**src/rtl/control32_pkg.sv**
```systemverilog
// Shared types and constants for the multi-cycle Minisys control unit.
package control32_pkg;

    // FSM state encoding; values are visible on the debug state output.
    typedef enum logic [2:0] {
        FETCH  = 3'd0,
        DECODE = 3'd1,
        EXEC   = 3'd2,
        MEM    = 3'd3,
        WB     = 3'd4
    } state_t;

    localparam logic [5:0] OP_RTYPE = 6'b000000;
    localparam logic [5:0] OP_LW    = 6'b100011;
    localparam logic [5:0] OP_SW    = 6'b101011;
    localparam logic [5:0] OP_BEQ   = 6'b000100;
    localparam logic [5:0] OP_BNE   = 6'b000101;
    localparam logic [5:0] OP_J     = 6'b000010;
    localparam logic [5:0] OP_JAL   = 6'b000011;
    localparam logic [5:0] FN_JR    = 6'b001000;

    // ALUOp = {R_type|I_format, Branch|nBranch}
    localparam logic [1:0] ALUOP_MEM    = 2'b00;
    localparam logic [1:0] ALUOP_BRANCH = 2'b01;
    localparam logic [1:0] ALUOP_RI     = 2'b10;

    // Instruction class flags from static decode.
    typedef struct packed {
        logic       r_type;
        logic       i_format;
        logic       lw;
        logic       sw;
        logic       jmp;
        logic       jal;
        logic       jr;
        logic       branch;
        logic       nbranch;
        logic       sftmd;
        logic       alusrc;
        logic       regdst;
        logic       legal;
        logic [1:0] alu_op;
    } dec_t;

endpackage

```
**src/rtl/multicycle_control32_if.sv**
```systemverilog
// Handshake and access-strobe bundle between the control unit and the memory/IO side.
interface multicycle_control32_if;
    logic ifetch_ready;
    logic mem_ready;
    logic IRWrite;
    logic MemRead;
    logic MemWrite;
    logic IORead;
    logic IOWrite;
    logic bus_error;

    modport master (
        input  ifetch_ready, mem_ready,
        output IRWrite, MemRead, MemWrite, IORead, IOWrite, bus_error
    );

    modport slave (
        output ifetch_ready, mem_ready,
        input  IRWrite, MemRead, MemWrite, IORead, IOWrite, bus_error
    );
endinterface

```
**src/rtl/control32_decode.sv**
```systemverilog
// Static instruction decode; same flags as the single-cycle Minisys control unit.
module control32_decode
    import control32_pkg::*;
(
    input  logic [5:0] opcode,
    input  logic [5:0] funct,
    output dec_t       dec
);

    // Pure combinational opcode/funct decode.
    always_comb begin
        dec          = '0;
        dec.r_type   = (opcode == OP_RTYPE);
        dec.i_format = (opcode[5:3] == 3'b001);
        dec.lw       = (opcode == OP_LW);
        dec.sw       = (opcode == OP_SW);
        dec.jmp      = (opcode == OP_J);
        dec.jal      = (opcode == OP_JAL);
        dec.branch   = (opcode == OP_BEQ);
        dec.nbranch  = (opcode == OP_BNE);
        dec.jr       = dec.r_type && (funct == FN_JR);
        dec.sftmd    = dec.r_type && (funct[5:3] == 3'b000);
        dec.alusrc   = dec.i_format | dec.lw | dec.sw;
        dec.regdst   = dec.r_type;
        dec.legal    = dec.r_type | dec.i_format | dec.lw | dec.sw | dec.jmp | dec.jal
                     | dec.branch | dec.nbranch;
        if (dec.r_type || dec.i_format) begin
            dec.alu_op = ALUOP_RI;
        end else if (dec.branch || dec.nbranch) begin
            dec.alu_op = ALUOP_BRANCH;
        end else begin
            dec.alu_op = ALUOP_MEM;
        end
    end

endmodule

```
**src/rtl/multicycle_control32.sv**
```systemverilog
// Multi-cycle control unit: FETCH/DECODE/EXEC/MEM/WB sequencing with memory
// handshake, MEM-wait timeout and parametrised IO window decode.
module multicycle_control32
    import control32_pkg::*;
#(
    parameter int unsigned                IO_HIGH_WIDTH = 22,
    parameter logic [IO_HIGH_WIDTH-1:0]   IO_HIGH_MATCH = IO_HIGH_WIDTH'(22'h3FFFFF),
    parameter int unsigned                MEM_TIMEOUT   = 16,
    parameter int unsigned                TCNT_WIDTH    = 8
) (
    input  logic                     clock,
    input  logic                     reset,
    input  logic [5:0]               Opcode,
    input  logic [5:0]               Function_opcode,
    input  logic [IO_HIGH_WIDTH-1:0] ALUResultHigh,
    input  logic                     Zero,
    multicycle_control32_if.master   bus,
    output logic                     RegDST,
    output logic                     ALUSrc,
    output logic                     I_format,
    output logic                     Sftmd,
    output logic                     Jmp,
    output logic                     Jal,
    output logic                     Jr,
    output logic                     Branch,
    output logic                     nBranch,
    output logic [1:0]               ALUOp,
    output logic                     MemOrIOtoReg,
    output logic                     PCWrite,
    output logic                     branch_taken,
    output logic                     RegWrite,
    output logic                     illegal_instr,
    output logic [2:0]               state
);

    localparam bit                    TimeoutEn = (MEM_TIMEOUT != 0);
    localparam logic [TCNT_WIDTH-1:0] TcntLast  =
        TCNT_WIDTH'((MEM_TIMEOUT == 0) ? 0 : MEM_TIMEOUT - 1);

    state_t                  state_q;
    logic [TCNT_WIDTH-1:0]   tcnt_q;
    logic                    io_sel_q;
    dec_t                    dec;
    logic                    timeout;
    logic                    ir_write, mem_read, mem_write, io_read, io_write, bus_err;

    control32_decode u_decode (
        .opcode (Opcode),
        .funct  (Function_opcode),
        .dec    (dec)
    );

    assign RegDST       = dec.regdst;
    assign ALUSrc       = dec.alusrc;
    assign I_format     = dec.i_format;
    assign Sftmd        = dec.sftmd;
    assign Jmp          = dec.jmp;
    assign Jal          = dec.jal;
    assign Jr           = dec.jr;
    assign Branch       = dec.branch;
    assign nBranch      = dec.nbranch;
    assign ALUOp        = dec.alu_op;
    assign MemOrIOtoReg = dec.lw;
    assign state        = state_q;

    assign timeout = TimeoutEn && (tcnt_q == TcntLast);

    // State sequencing, MEM wait counter and IO-window select latched on EXEC->MEM.
    always_ff @(posedge clock or posedge reset) begin
        if (reset) begin
            state_q  <= FETCH;
            tcnt_q   <= '0;
            io_sel_q <= 1'b0;
        end else begin
            unique case (state_q)
                FETCH: begin
                    if (bus.ifetch_ready) state_q <= DECODE;
                end
                DECODE: begin
                    if (dec.jmp || dec.jr)  state_q <= FETCH;
                    else if (dec.jal)       state_q <= WB;
                    else if (dec.legal)     state_q <= EXEC;
                    else                    state_q <= FETCH;
                end
                EXEC: begin
                    if (dec.branch || dec.nbranch) begin
                        state_q <= FETCH;
                    end else if (dec.lw || dec.sw) begin
                        io_sel_q <= (ALUResultHigh == IO_HIGH_MATCH);
                        tcnt_q   <= '0;
                        state_q  <= MEM;
                    end else begin
                        state_q <= WB;
                    end
                end
                MEM: begin
                    // Acknowledge wins over a coincident timeout.
                    if (bus.mem_ready) begin
                        state_q <= dec.lw ? WB : FETCH;
                    end else if (timeout) begin
                        state_q <= FETCH;
                    end else if (tcnt_q != '1) begin
                        tcnt_q <= tcnt_q + 1'b1;
                    end
                end
                WB:      state_q <= FETCH;
                default: state_q <= FETCH;
            endcase
        end
    end

    // State-gated strobes; async reset forces FETCH so all but IRWrite drop with it.
    always_comb begin
        ir_write      = 1'b0;
        PCWrite       = 1'b0;
        RegWrite      = 1'b0;
        branch_taken  = 1'b0;
        illegal_instr = 1'b0;
        mem_read      = 1'b0;
        mem_write     = 1'b0;
        io_read       = 1'b0;
        io_write      = 1'b0;
        bus_err       = 1'b0;
        unique case (state_q)
            FETCH: ir_write = bus.ifetch_ready & ~reset;
            DECODE: begin
                if (dec.jmp || dec.jr) begin
                    PCWrite = 1'b1;
                end else if (!dec.legal) begin
                    illegal_instr = 1'b1;
                    PCWrite       = 1'b1;
                end
            end
            EXEC: begin
                if (dec.branch || dec.nbranch) begin
                    PCWrite      = 1'b1;
                    branch_taken = (dec.branch & Zero) | (dec.nbranch & ~Zero);
                end
            end
            MEM: begin
                mem_read  = dec.lw & ~io_sel_q;
                io_read   = dec.lw & io_sel_q;
                mem_write = dec.sw & ~io_sel_q;
                io_write  = dec.sw & io_sel_q;
                if (bus.mem_ready) begin
                    PCWrite = dec.sw;
                end else if (timeout) begin
                    bus_err = 1'b1;
                    PCWrite = 1'b1;
                end
            end
            WB: begin
                RegWrite = 1'b1;
                PCWrite  = 1'b1;
            end
            default: ;
        endcase
    end

    assign bus.IRWrite   = ir_write;
    assign bus.MemRead   = mem_read;
    assign bus.MemWrite  = mem_write;
    assign bus.IORead    = io_read;
    assign bus.IOWrite   = io_write;
    assign bus.bus_error = bus_err;

endmodule
```
**src/flat_wrapper.sv**
```systemverilog
// flat-port wrapper written by rule: the top's interface ports become plain ports
module multicycle_control32_flat import control32_pkg::*;
#(
    parameter int unsigned                IO_HIGH_WIDTH = 22,
    parameter logic [IO_HIGH_WIDTH-1:0]   IO_HIGH_MATCH = IO_HIGH_WIDTH'(22'h3FFFFF),
    parameter int unsigned                MEM_TIMEOUT   = 16,
    parameter int unsigned                TCNT_WIDTH    = 8
)
  (clock, reset, Opcode, Function_opcode, ALUResultHigh, Zero, RegDST, ALUSrc, I_format, Sftmd, Jmp, Jal, Jr, Branch, nBranch, ALUOp, MemOrIOtoReg, PCWrite, branch_taken, RegWrite, illegal_instr, state, bus_ifetch_ready, bus_mem_ready, bus_IRWrite, bus_MemRead, bus_MemWrite, bus_IORead, bus_IOWrite, bus_bus_error);
  multicycle_control32_if bus_i ();
  input  logic clock;
  input  logic reset;
  input  logic [5:0] Opcode;
  input  logic [5:0] Function_opcode;
  input  logic [IO_HIGH_WIDTH-1:0] ALUResultHigh;
  input  logic Zero;
  output logic RegDST;
  output logic ALUSrc;
  output logic I_format;
  output logic Sftmd;
  output logic Jmp;
  output logic Jal;
  output logic Jr;
  output logic Branch;
  output logic nBranch;
  output logic [1:0] ALUOp;
  output logic MemOrIOtoReg;
  output logic PCWrite;
  output logic branch_taken;
  output logic RegWrite;
  output logic illegal_instr;
  output logic [2:0] state;
  input wire logic [$bits(bus_i.ifetch_ready)-1:0] bus_ifetch_ready;
  input wire logic [$bits(bus_i.mem_ready)-1:0] bus_mem_ready;
  output wire logic [$bits(bus_i.IRWrite)-1:0] bus_IRWrite;
  output wire logic [$bits(bus_i.MemRead)-1:0] bus_MemRead;
  output wire logic [$bits(bus_i.MemWrite)-1:0] bus_MemWrite;
  output wire logic [$bits(bus_i.IORead)-1:0] bus_IORead;
  output wire logic [$bits(bus_i.IOWrite)-1:0] bus_IOWrite;
  output wire logic [$bits(bus_i.bus_error)-1:0] bus_bus_error;
  assign bus_i.ifetch_ready = bus_ifetch_ready;
  assign bus_i.mem_ready = bus_mem_ready;
  assign bus_IRWrite = bus_i.IRWrite;
  assign bus_MemRead = bus_i.MemRead;
  assign bus_MemWrite = bus_i.MemWrite;
  assign bus_IORead = bus_i.IORead;
  assign bus_IOWrite = bus_i.IOWrite;
  assign bus_bus_error = bus_i.bus_error;
  multicycle_control32 #(.IO_HIGH_WIDTH(IO_HIGH_WIDTH), .IO_HIGH_MATCH(IO_HIGH_MATCH), .MEM_TIMEOUT(MEM_TIMEOUT), .TCNT_WIDTH(TCNT_WIDTH)) u_core (.clock(clock), .reset(reset), .Opcode(Opcode), .Function_opcode(Function_opcode), .ALUResultHigh(ALUResultHigh), .Zero(Zero), .bus(bus_i), .RegDST(RegDST), .ALUSrc(ALUSrc), .I_format(I_format), .Sftmd(Sftmd), .Jmp(Jmp), .Jal(Jal), .Jr(Jr), .Branch(Branch), .nBranch(nBranch), .ALUOp(ALUOp), .MemOrIOtoReg(MemOrIOtoReg), .PCWrite(PCWrite), .branch_taken(branch_taken), .RegWrite(RegWrite), .illegal_instr(illegal_instr), .state(state));
endmodule
```
**config.mk**
```make
export PLATFORM = sky130hd
export DESIGN_NAME = multicycle_control32_flat
export DESIGN_NICKNAME = d
export VERILOG_FILES = /design/src/rtl/control32_pkg.sv /design/src/rtl/multicycle_control32_if.sv /design/src/rtl/control32_decode.sv /design/src/rtl/multicycle_control32.sv /design/src/flat_wrapper.sv
export SDC_FILE = /design/constraint.sdc
export NUM_CORES = 1
export LEC_CHECK = 0
export BUFFER_PORTS_ARGS = -buffer_cell sky130_fd_sc_hd__buf_2
export CORE_AREA = 8 8 66 68
export DETAILED_ROUTE_END_ITERATION = 10
export DIE_AREA = 0 0 74 76
export SLEW_MARGIN = 0
export SYNTH_ARGS = -nofsm -noshare
export SYNTH_HDL_FRONTEND = slang
export SYNTH_SLANG_ARGS = --single-unit
```
**constraint.sdc**
```tcl
create_clock -name clock -period 3 [get_ports clock]
set_input_delay 0.3 -clock clock [delete_from_list [all_inputs] [get_ports clock]]
set_output_delay 0.3 -clock clock [all_outputs]
set_load 0.03 [all_outputs]
```
## After elaboration in Yosys (flattened, before gate mapping)

Cells that the tools add are included.

- Register bits after elaboration: 12
- Input bits: 39
- Output and inout port bits: 25
- Word-level logic and storage cells: 96

- Add/subtract/negate cells: 1
- Eq/ne operators: 22
- Multiplexer cells: 36
- Bitwise gates (word level): 21
- Reduce and logical (&&, ||, !) cells: 13

Operators by type and width:

| operator | count |
|---|---|
| $mux W8 | 5 |
| $mux W3 | 8 |
| $eq A22 B22 Y1 const B | 1 |
| $mux W1 | 18 |
| $pmux W8 S2 | 1 |
| $eq A6 B2 Y1 const B | 2 |
| $eq A6 B3 Y1 const B | 2 |
| $eq A6 B6 Y1 const B | 2 |
| $pmux W3 S4 | 1 |
| $or A1 B1 Y1 | 10 |
| $add A8 B1 Y8 const B | 1 |
| $eq A8 B4 Y1 const B | 1 |
| $ne A2 B2 Y1 const B | 4 |
| $ne A8 B8 Y1 const B | 1 |
| $and A1 B1 Y1 | 7 |
| $eq A3 B1 Y1 const B | 2 |
| $eq A3 B2 Y1 const B | 2 |
| $eq A6 B4 Y1 const B | 1 |
| $logic_not A3 Y1 | 2 |
| $logic_not A6 Y1 | 1 |
| $reduce_and A6 Y1 | 1 |
| $logic_or A1 B1 Y1 | 4 |
| $mux W2 | 2 |
| $ne A2 B1 Y1 const B | 2 |
| other kinds (8) | 12 |

## Depth between registers and ports, before layout

Gate-level depths: netlist of the first run.

- Depth after elaboration: 12
- Gate-level depth with buffers: 6
- Gate-level depth less buffers: 5

## Cells and area by module

From an unflattened synthesis of the first run, not the netlist that was laid out.

- Cell total of the unflattened synthesis: 134
- Area, all modules: 1,092.3 um2

By module, submodules not included:

| module | instances | cells each | area each (um2) | seq. area each (um2) |
|---|---|---|---|---|
| multicycle_control32 | 1 | 106 | 905.9 | 300.3 |
| control32_decode | 1 | 28 | 186.4 | 0.0 |

## Least setup slack after synthesis of the first run

No wires, ideal clock.

- Kind: in2out
- Start: input port Opcode[3]
- End: output port branch_taken
- Arrival: 2.005 ns
- Required time: 2.700 ns
- Path slack: 0.695 ns
- Stages on the path: 4
- Buffers on the path: 1
- Cell sequence: or3_1 -> buf_2 -> nor3_1 -> and3_1

- Longest elaborated chain between the ends: 5
- Elaborated cells between the ends (all ways): 8
- Classes of those cells: eq/ne (2); mux (2); bitwise (3); reduce/logical (1)

Ends and longest elaborated chain:

| element | RTL line | source |
|---|---|---|
| start: declaration | flat_wrapper.sv:13 | `input logic [5:0] Opcode;` |
| $eq A6 B3 Y1, on equally long branches | control32_decode.sv:19, control32_decode.sv:20 |  |
| $and A1 B1 Y1 | multicycle_control32.sv:137 | `branch_taken = (dec.branch & Zero) \| (dec.nbranch & ~Zero);` |
| $or A1 B1 Y1 | multicycle_control32.sv:137 |  |
| $mux W1 (*) | multicycle_control32.sv:135 | `if (dec.branch \|\| dec.nbranch) begin` |
| $mux W1 (*) | multicycle_control32.sv:124 | `unique case (state_q)` |
| end: declaration | flat_wrapper.sv:29 | `output logic branch_taken;` |

Mark *: on every way between the ends. The rest lies on a longest branch, timed or not.

## Worst setup path after layout of the first run

- Start: register u_core.state_q[0] (netlist: u_core.state[0])
- End: output port PCWrite

- Longest elaborated chain between the ends: 2
- Elaborated cells between the ends (all ways): 5
- Classes of those cells: eq/ne (4); mux (1)

Ends and longest elaborated chain:

| element | RTL line | source |
|---|---|---|
| start: declaration | multicycle_control32.sv:40 | `state_t state_q;` |
| start signal: assignment | multicycle_control32.sv:99 | `state_q <= dec.lw ? WB : FETCH;` |
| $eq A3 B3 Y1, or another cell as far along | multicycle_control32.sv:124 |  |
| $pmux W1 S4 (*) | multicycle_control32.sv:124 |  |
| end: declaration | flat_wrapper.sv:28 | `output logic PCWrite;` |

Marks and branches as above.

==> impl_metrics.tcl, run 1 <==
set metrics [dict create \
    critPathKind "reg2out" \
    start_kind "flip-flop" \
    required_ps 2700 \
    vias_per_cell 5.18 \
    area_growth_syn_to_layout_pct 34.4 \
    gr-total-overflow 0 \
    cts.sinks 12 \
    synthDistinctLibCells 45 \
    cts_tree "built" \
    cts_buffers 3 \
    max_slew_margin 0.621 \
    dp_hpwl_um 2910 \
    hold_viol 0 \
    ant_nets 0 \
    htree_levels 1 \
    synth-edff-count 0 \
    yosysTopAreaCell "dfrtp_1" \
    crit_buf_inv 1 \
    fin_crit_sh 0.785 \
    power.switching_w 0.000275 \
    grt_pass1_wl_um 6110 \
    slew_viol_final 0 \
    stdcell_count 255 \
    grt_use_total 0.134 \
    clock_path_buffers 2 \
    timing.fmax_mhz 424 \
    fp.coreArea_um2 3440 \
    crit_family "simple AND/OR/NAND/NOR gates" \
    tns_ps 0 \
    r2r_slack_ps 1110 \
    drtIter0Drc 109 \
    dp_slack_ps 812 \
    worstReg2RegEnd "u_core.tcnt_q[7]$_DFFE_PP0P_" \
    synth_seq_cells 12 \
    grt_pass1_vias 1362 \
    async_flop_share 1.00 \
    internal_power_w 0.000391 \
    seqPwrFrac 0.444 \
    post_cts_resized 0 \
    wirelength_um 3550 \
    comb_power_share 0.358 \
    swShare 0.412 \
    hold-worst-slack_ps 36.9 \
    antenna_found_initial 0 \
    drive_above_1_share 0.343 \
    clkPwrFrac 0.198 \
    synth_warnings 0 \
    dieArea_um2 5620 \
    critPathMaxStageDelay_ps 520 \
    worstMarginPinSlew_ps 559 \
    crit_arrival_ps 2060 \
    run_status "finished, final reports clean" \
    powerDensity_nw_per_um2 449 \
    syn_area_um2 1100 \
    yosysSeqAreaShare 0.272 \
    setup_viol 0 \
    fp.dieW_um 74 \
    slowest_stage "dfrtp_1" \
    cts_setup_buffers 0 \
    vdd_drop_max_mv 0.156 \
    cellLeakagePower_nw 0.736 \
    start_util 0.321 \
    clock_latency_ps 280 \
    synth_top_area_frac 0.272 \
    fin_worst_skew_ps 4.42 \
    synth_ff_type "dfrtp_1" \
    grt_max_degree 14 \
    hold_buffers 0 \
    rsz0062_at_grt "no" \
    die_h_um 76 \
    hp-class "in2async" \
    crit_chain "and3b_1, nand2b_1, o22ai_1, a211o_1, buf_2" \
    gp_congestion 0.787 \
    synth_nets 186 \
    clk_pin_slew_ps 80 \
    crit_path_end_kind "primary output" \
    maxCapViolations 0 \
    first_pass_iters 4 \
    drc_errors 0 \
    cts_root_buf "clkbuf_4" \
    rows 22 \
    vias 1321 \
    min_period_ps 2360 \
    total_power_w 0.000666 \
    avgRoutedWirePerCell_um 13.9 \
    synthTopCellsByArea "dfrtp_1 27%, nand2_1 6.5%, nand3_1 3.6%" \
    rr_worst_depth 4 \
    postSynthAreaPerCell_um2 7.56 \
    fin_nets 248 \
    syn_inst 146 \
    setup_slack_ps 644 \
    reg2reg_from "u_core.state[0]$_DFFE_PP0P_" \
    portBuffers 63 \
    num_antenna_cells 0 \
    io_pins 64 \
    numPlacedInstances 251 \
    cp_max_fo 12 \
]
area by class of cell:
class | instances | area [µm²]
clock buffers | 4 | 36.3
multi-input cells | 118 | 733
fillers | 371 | 1960
flip-flops and latches | 12 | 300
repair buffers | 63 | 315
inverters | 10 | 37.5
well taps | 48 | 60.1
cells in the mapped netlist (all sizes together) (5+ instances only):
master  number
dfrtp       12
inv         10
nand3        8
nand4        6
nand2b       6
nor2        11
nand2       19
a21oi        5
o211ai       6
o21ai        7
flip-flops by register name, summed over array words and instances, names as in the netlist:
signal	flops
u_core.tcnt_q	8
u_core.io_sel_q	1
u_core.state	3
power by group through the flow:
| stage | logic (W) | registers [W] | clock network [W] |
|---|---|---|---|
| floorplan | 0.000171 | 0.000279 | 0 |
| global placement | 0.000236 | 0.000295 | 0 |
| detailed placement | 0.000238 | 0.000294 | 0 |
| CTS | 0.000240 | 0.000295 | 0.000138 |
| global route | 0.000274 | 0.000310 | 0.000147 |
| finish | 0.000238 | 0.000296 | 0.000132 |
worst max path at each step:
stage | start | slack, ps | end | depth (start not counted)
after floorplan | Opcode[3] | 700 | branch_taken | 4
after global placement | Opcode[3] | 830 | PCWrite | 6
after detailed placement | Opcode[3] | 810 | PCWrite | 6
after CTS | u_core.state[0]$_DFFE_PP0P_ | 640 | PCWrite | 5
after global routing | u_core.state[0]$_DFFE_PP0P_ | 430 | PCWrite | 5
final | u_core.state[0]$_DFFE_PP0P_ | 640 | PCWrite | 5
cells by family after synthesis:
family                     after synthesis  synth area share
AOI/OAI and AO/OA                       35             0.225
xor gates and xnor gates                 1           0.00794
adders and majority gates                1            0.0113
buffers and inverters                   16            0.0635
DFF                                     12             0.272
muxes                                    2            0.0181
and+or+nand+nor                         79             0.403
layout by cell type (no fill, tap or decap), types with 5 or more instances in the layout:
cell type	netlist	final
nand2_1	19	19
nand4_1	6	6
a21oi_1	5	5
o21ai_0	6	6
nor2_1	10	10
inv_1	10	10
buf_2	2	63
dfrtp_1	12	12
nand3_1	8	8
o211ai_1	5	5
nand2b_1	6	6
per-stage QoR:
step	cell area (µm²)	util
2_1_floorplan	1100	-
3_3_place_gp	1450	0.420
3_5_place_dp	1450	0.420
4_1_cts	1480	0.431
5_1_grt	1480	0.431
6_report	1480	0.431
layer usage:
metal / part of all wire / global-route usage / up-vias
li1: - / - / 674
met3: 0.068 / 0.0408 / 7
met1: 0.42 / 0.153 / 590
met4: 0.017 / 0.0540 / 0
met2: 0.49 / 0.221 / 50
met5: 0 / 0 / -
Note: power is estimated with default switching activity, not from simulation.
==> inputs of run 2 (changes only) <==
- PLACE_DENSITY: not set -> 0.66
- clock period: 3 -> 2 ns (I/O delays scaled with it)
==> impl_metrics.tcl, run 2 (synthesis gave the netlist of run 1 again) <==
set metrics [dict create \
    run_status "finished, final reports clean" \
    stdcell_count 267 \
    avgRoutedWirePerCell_um 13.4 \
    grt_pass1_vias 1368 \
    cts_buffers 3 \
    slowest_stage "dfrtp_1" \
    required_ps 1800 \
    clock_latency_ps 280 \
    hold_viol 0 \
    clk_pin_slew_ps 90 \
    vias_per_cell 5.21 \
    drtIter0Drc 63 \
    cp_max_fo 4 \
    crit_arrival_ps 1740 \
    vias 1391 \
    cts_root_buf "clkbuf_4" \
    setup_viol 0 \
    fillers 351 \
    dp_slack_ps 107 \
    numPlacedInstances 255 \
    fp.coreArea_um2 3440 \
    powerDensity_nw_per_um2 683 \
    ant_nets 0 \
    regMostFlops "u_core.tcnt_q" \
    grt_max_degree 13 \
    drc_errors 0 \
    slew_viol_final 0 \
    gp_congestion 0.805 \
    io_pins 64 \
    min_period_ps 1940 \
    hold-worst-slack_ps 177 \
    crit_chain "ha_2, and3_1, nand2_2, o22ai_2, a211o_1, buf_4" \
    start_util 0.321 \
    drive_above_1_share 0.434 \
    first_pass_iters 5 \
    fin_crit_sh 0.972 \
    dieArea_um2 5620 \
    largest_register_ffs 8 \
    fin_nets 260 \
    maxCapViolations 0 \
    antenna_found_initial 0 \
    setup_slack_ps 56.1 \
    htree_levels 1 \
    max_slew_margin 0.642 \
    timing.fmax_mhz 514 \
    portBuffers 63 \
    area_growth_syn_to_layout_pct 48.3 \
    cellLeakagePower_nw 0.801 \
    cts.sinks 12 \
    critPathKind "reg2out" \
    critPathMaxStageDelay_ps 400 \
    hp-class "in2reg" \
    dp_hpwl_um 2830 \
    final_common_cell "buf_2" \
    worstMarginPinSlew_ps 529 \
    final_cell_mix "62 x buf_2, 18 x nand2_1, 11 x buf_4, 10 x inv_1, 10 x nor2_1" \
    gr-total-overflow 0 \
    total_power_w 0.00112 \
    cts_tree "built" \
    tns_ps 0 \
    vdd_drop_max_mv 0.235 \
    fin_worst_skew_ps 5.71 \
    clock_path_buffers 2 \
    die_h_um 76 \
    grt_pass1_wl_um 5990 \
    wirelength_um 3570 \
    grt_use_total 0.128 \
    start_kind "flip-flop" \
    rows 22 \
    crit_path_end_kind "primary output" \
    num_antenna_cells 0 \
    fp.dieW_um 74 \
]
-- run 2: changes by cell type in the layout (fill, tap and decap cells not counted), moves of 2 or more --
cell	before	now
buf_4	0	11
nor3b_1	4	2
dfrtp_1	12	9
nor3b_2	0	2
dfrtp_2	0	3
-- run 2: path summary, 6_finish.rpt --
| kind | startpoint | endpoint | slack (ps) | cells past startpoint |
|---|---|---|---|---|
| worst max-delay path | u_core.tcnt_q[1]$_DFFE_PP0P_ | PCWrite | 60 | 6 |
| worst min-delay path | ALUResultHigh[9] | u_core.io_sel_q$_DFFE_PP0P_ | 180 | 3 |
| worst max register to register | u_core.tcnt_q[4]$_DFFE_PP0P_ | u_core.tcnt_q[7]$_DFFE_PP0P_ | 220 | 4 |
| worst min register to register | u_core.state[2]$_DFFE_PP0P_ | u_core.state[0]$_DFFE_PP0P_ | 550 | 1 |
| max in group asynchronous | reset | u_core.state[2]$_DFFE_PP0P_ | 1160 | 3 |
| min in group asynchronous | reset | u_core.tcnt_q[4]$_DFFE_PP0P_ | 490 | 3 |
-- run 2: metal layers --
layer  wire (µm)  global-route usage
met5           0                   0
met1        1580               0.153
met2        1780               0.212
met3         158              0.0237
met4          59              0.0580
-- run 2: power by group --
group | leakage (nW) | switching, W | total [W] | internal, W
logic | 0.640 | 0.000239 | 0.000467 | 0.000228
registers | 0.140 | 0.000127 | 0.000449 | 0.000322
clock network | 0.0210 | 0.0000917 | 0.000203 | 0.000111
-- run 2: layout make-up --
cell class	count	area (µm²)	share of cell area
Tap cell	48	60.1	0.0367
Inverter	10	37.5	0.0229
Timing Repair Buffer	75	414	0.253
Multi-Input combinational cell	118	785	0.479
Sequential cell	12	304	0.186
Clock buffer	4	36.3	0.0222
-- run 2: critical path: cells and delay by family (launching register included) --
kind	cells	cell delay, ps
flops	1	400
compound gates	2	370
simple gates	2	320
fa+ha+maj	1	200
buf+inv	1	170
-- run 2: repair_timing --
action                                  CTS  global route
pin swaps                                 0             1
hold endpoints to repair                 12             0
cloned                                    0             0
setup buffers                             2             5
endpoints found under the setup margin    1             2
hold buffers                              1             0
resized for setup                         2            11
-- run 2: through the flow --
stage	cell area [µm²]	utilization
CTS	1560	0.454
detailed placement	1490	0.434
finish	1640	0.476
global route	1640	0.476
floorplan	1120	-
global placement	1490	0.434
==> inputs of run 3 (changes only) <==
==> constraint.sdc (replaced) <==
create_clock -name clock -period 2 [get_ports clock]
set_input_delay 0.1 -clock clock [delete_from_list [all_inputs] [get_ports clock]]
set_output_delay 0.1 -clock clock [all_outputs]
set_load 0.03 [all_outputs]
==> impl_metrics.tcl, run 3 (synthesis gave the netlist of run 1 again) <==
set metrics [dict create \
    largest_register_ffs 8 \
    drtIter0Drc 78 \
    rows 22 \
    htree_levels 1 \
    regMostFlops "u_core.tcnt_q" \
    wirelength_um 3600 \
    hold-worst-slack_ps 79.8 \
    stdcell_count 260 \
    area_growth_syn_to_layout_pct 39.7 \
    timing.fmax_mhz 520 \
    crit_path_start "u_core.tcnt_q[0]$_DFFE_PP0P_" \
    fp.coreArea_um2 3440 \
    min_from "ALUResultHigh[9]" \
    ant_nets 0 \
    vias 1353 \
    fin_worst_skew_ps 1.92 \
    fillers 376 \
    clock_path_buffers 2 \
    slew_viol_final 0 \
    die_h_um 76 \
    gr-total-overflow 0 \
    grt_max_degree 14 \
    setup_viol 0 \
    fp.dieW_um 74 \
    hold_viol 0 \
    start_util 0.321 \
    num_antenna_cells 0 \
    final_cell_mix "63 x buf_2, 18 x nand2_1, 12 x dfrtp_1, 10 x inv_1, 10 x nor2_1" \
    dp_hpwl_um 2930 \
    fin_crit_sh 0.962 \
    crit_path_end_kind "primary output" \
    required_ps 1900 \
    gp_congestion 0.866 \
    cp_max_fo 4 \
    dieArea_um2 5620 \
    max_slew_margin 0.641 \
    first_pass_iters 4 \
    numPlacedInstances 254 \
    cts_root_buf "clkbuf_4" \
    cts_buffers 3 \
    cts_tree "built" \
    hp-class "in2reg" \
    maxCapViolations 0 \
    cellLeakagePower_nw 0.762 \
    start_kind "flip-flop" \
    final_common_cell "buf_2" \
    cts.sinks 12 \
    grt_use_total 0.132 \
    drc_errors 0 \
    clock_latency_ps 280 \
    reg2reg_from "u_core.tcnt_q[6]$_DFFE_PP0P_" \
    drive_above_1_share 0.373 \
    avgRoutedWirePerCell_um 13.8 \
    min_period_ps 1920 \
    io_pins 64 \
    r2r_slack_ps 290 \
    powerDensity_nw_per_um2 672 \
    vdd_drop_max_mv 0.203 \
    grt_pass1_vias 1369 \
    worstMarginPinSlew_ps 536 \
    antenna_found_initial 0 \
    grt_pass1_wl_um 6110 \
    clk_pin_slew_ps 80 \
    run_status "finished, final reports clean" \
    crit_arrival_ps 1820 \
    portBuffers 63 \
    vias_per_cell 5.20 \
    fin_nets 253 \
    critPathKind "reg2out" \
]
## run 3: final cells by class
| type | instances | area, µm² | area share |
|---|---|---|---|
| Clock buffer | 4 | 36.3 | 0.0235 |
| Timing Repair Buffer | 68 | 355 | 0.231 |
| Tap cell | 48 | 60.1 | 0.0390 |
| Sequential cell | 12 | 300 | 0.195 |
| Inverter | 10 | 37.5 | 0.0244 |
| Multi-Input combinational cell | 118 | 752 | 0.488 |
## run 3: path summary, 6_finish.rpt
check	end	cells after the start
max in group asynchronous	u_core.tcnt_q[5]$_DFFE_PP0P_	3
min reg2reg	u_core.tcnt_q[6]$_DFFE_PP0P_	1
max reg2reg	u_core.tcnt_q[3]$_DFFE_PP0P_	4
min	u_core.io_sel_q$_DFFE_PP0P_	3
max	PCWrite	6
min in group asynchronous	u_core.state[0]$_DFFE_PP0P_	3
## run 3: repair_timing
item | CTS | global route
endpoints found under the setup margin | 0 | 1
endpoints found under the hold margin | 12 | 0
resized for setup | 0 | 2
buffers inserted | 0 | 1
hold buffers | 1 | 0
## run 3: through the flow
| step | worst slack, ps | util | instance area [µm²] | TNS, ps | power (W) |
|---|---|---|---|---|---|
| floorplan | 95.2 | - | 1110 | 0 | 0.000676 |
| global placement | 348 | 0.430 | 1480 | 0 | 0.000797 |
| detailed placement | 305 | 0.430 | 1480 | 0 | 0.000807 |
| CTS | 54.6 | 0.443 | 1530 | 0 | 0.00101 |
| global route | -3.23 | 0.448 | 1540 | -3.23 | 0.00112 |
| finish | 76.7 | 0.448 | 1540 | 0 | 0.00104 |
## run 3: metal layers
metal  routed length (µm)  track usage
met1                 1560        0.156
met2                 1810        0.226
met3                  200       0.0382
met4                   29       0.0240
met5                    0            0
## run 3: critical path, cell delays in order (launching register included)
cell	delay [ps]
dfrtp_1	420
ha_1	250
and3_1	230
nand2_2	100
o22ai_1	90
a211o_1	270
buf_2	180
## run 3: power breakdown
group,switching [W],leakage [nW],internal [W]
clock network,0.0000933,0.0210,0.000111
registers,0.000123,0.145,0.000321
logic,0.000213,0.596,0.000175
total,0.000429,0.762,0.000607
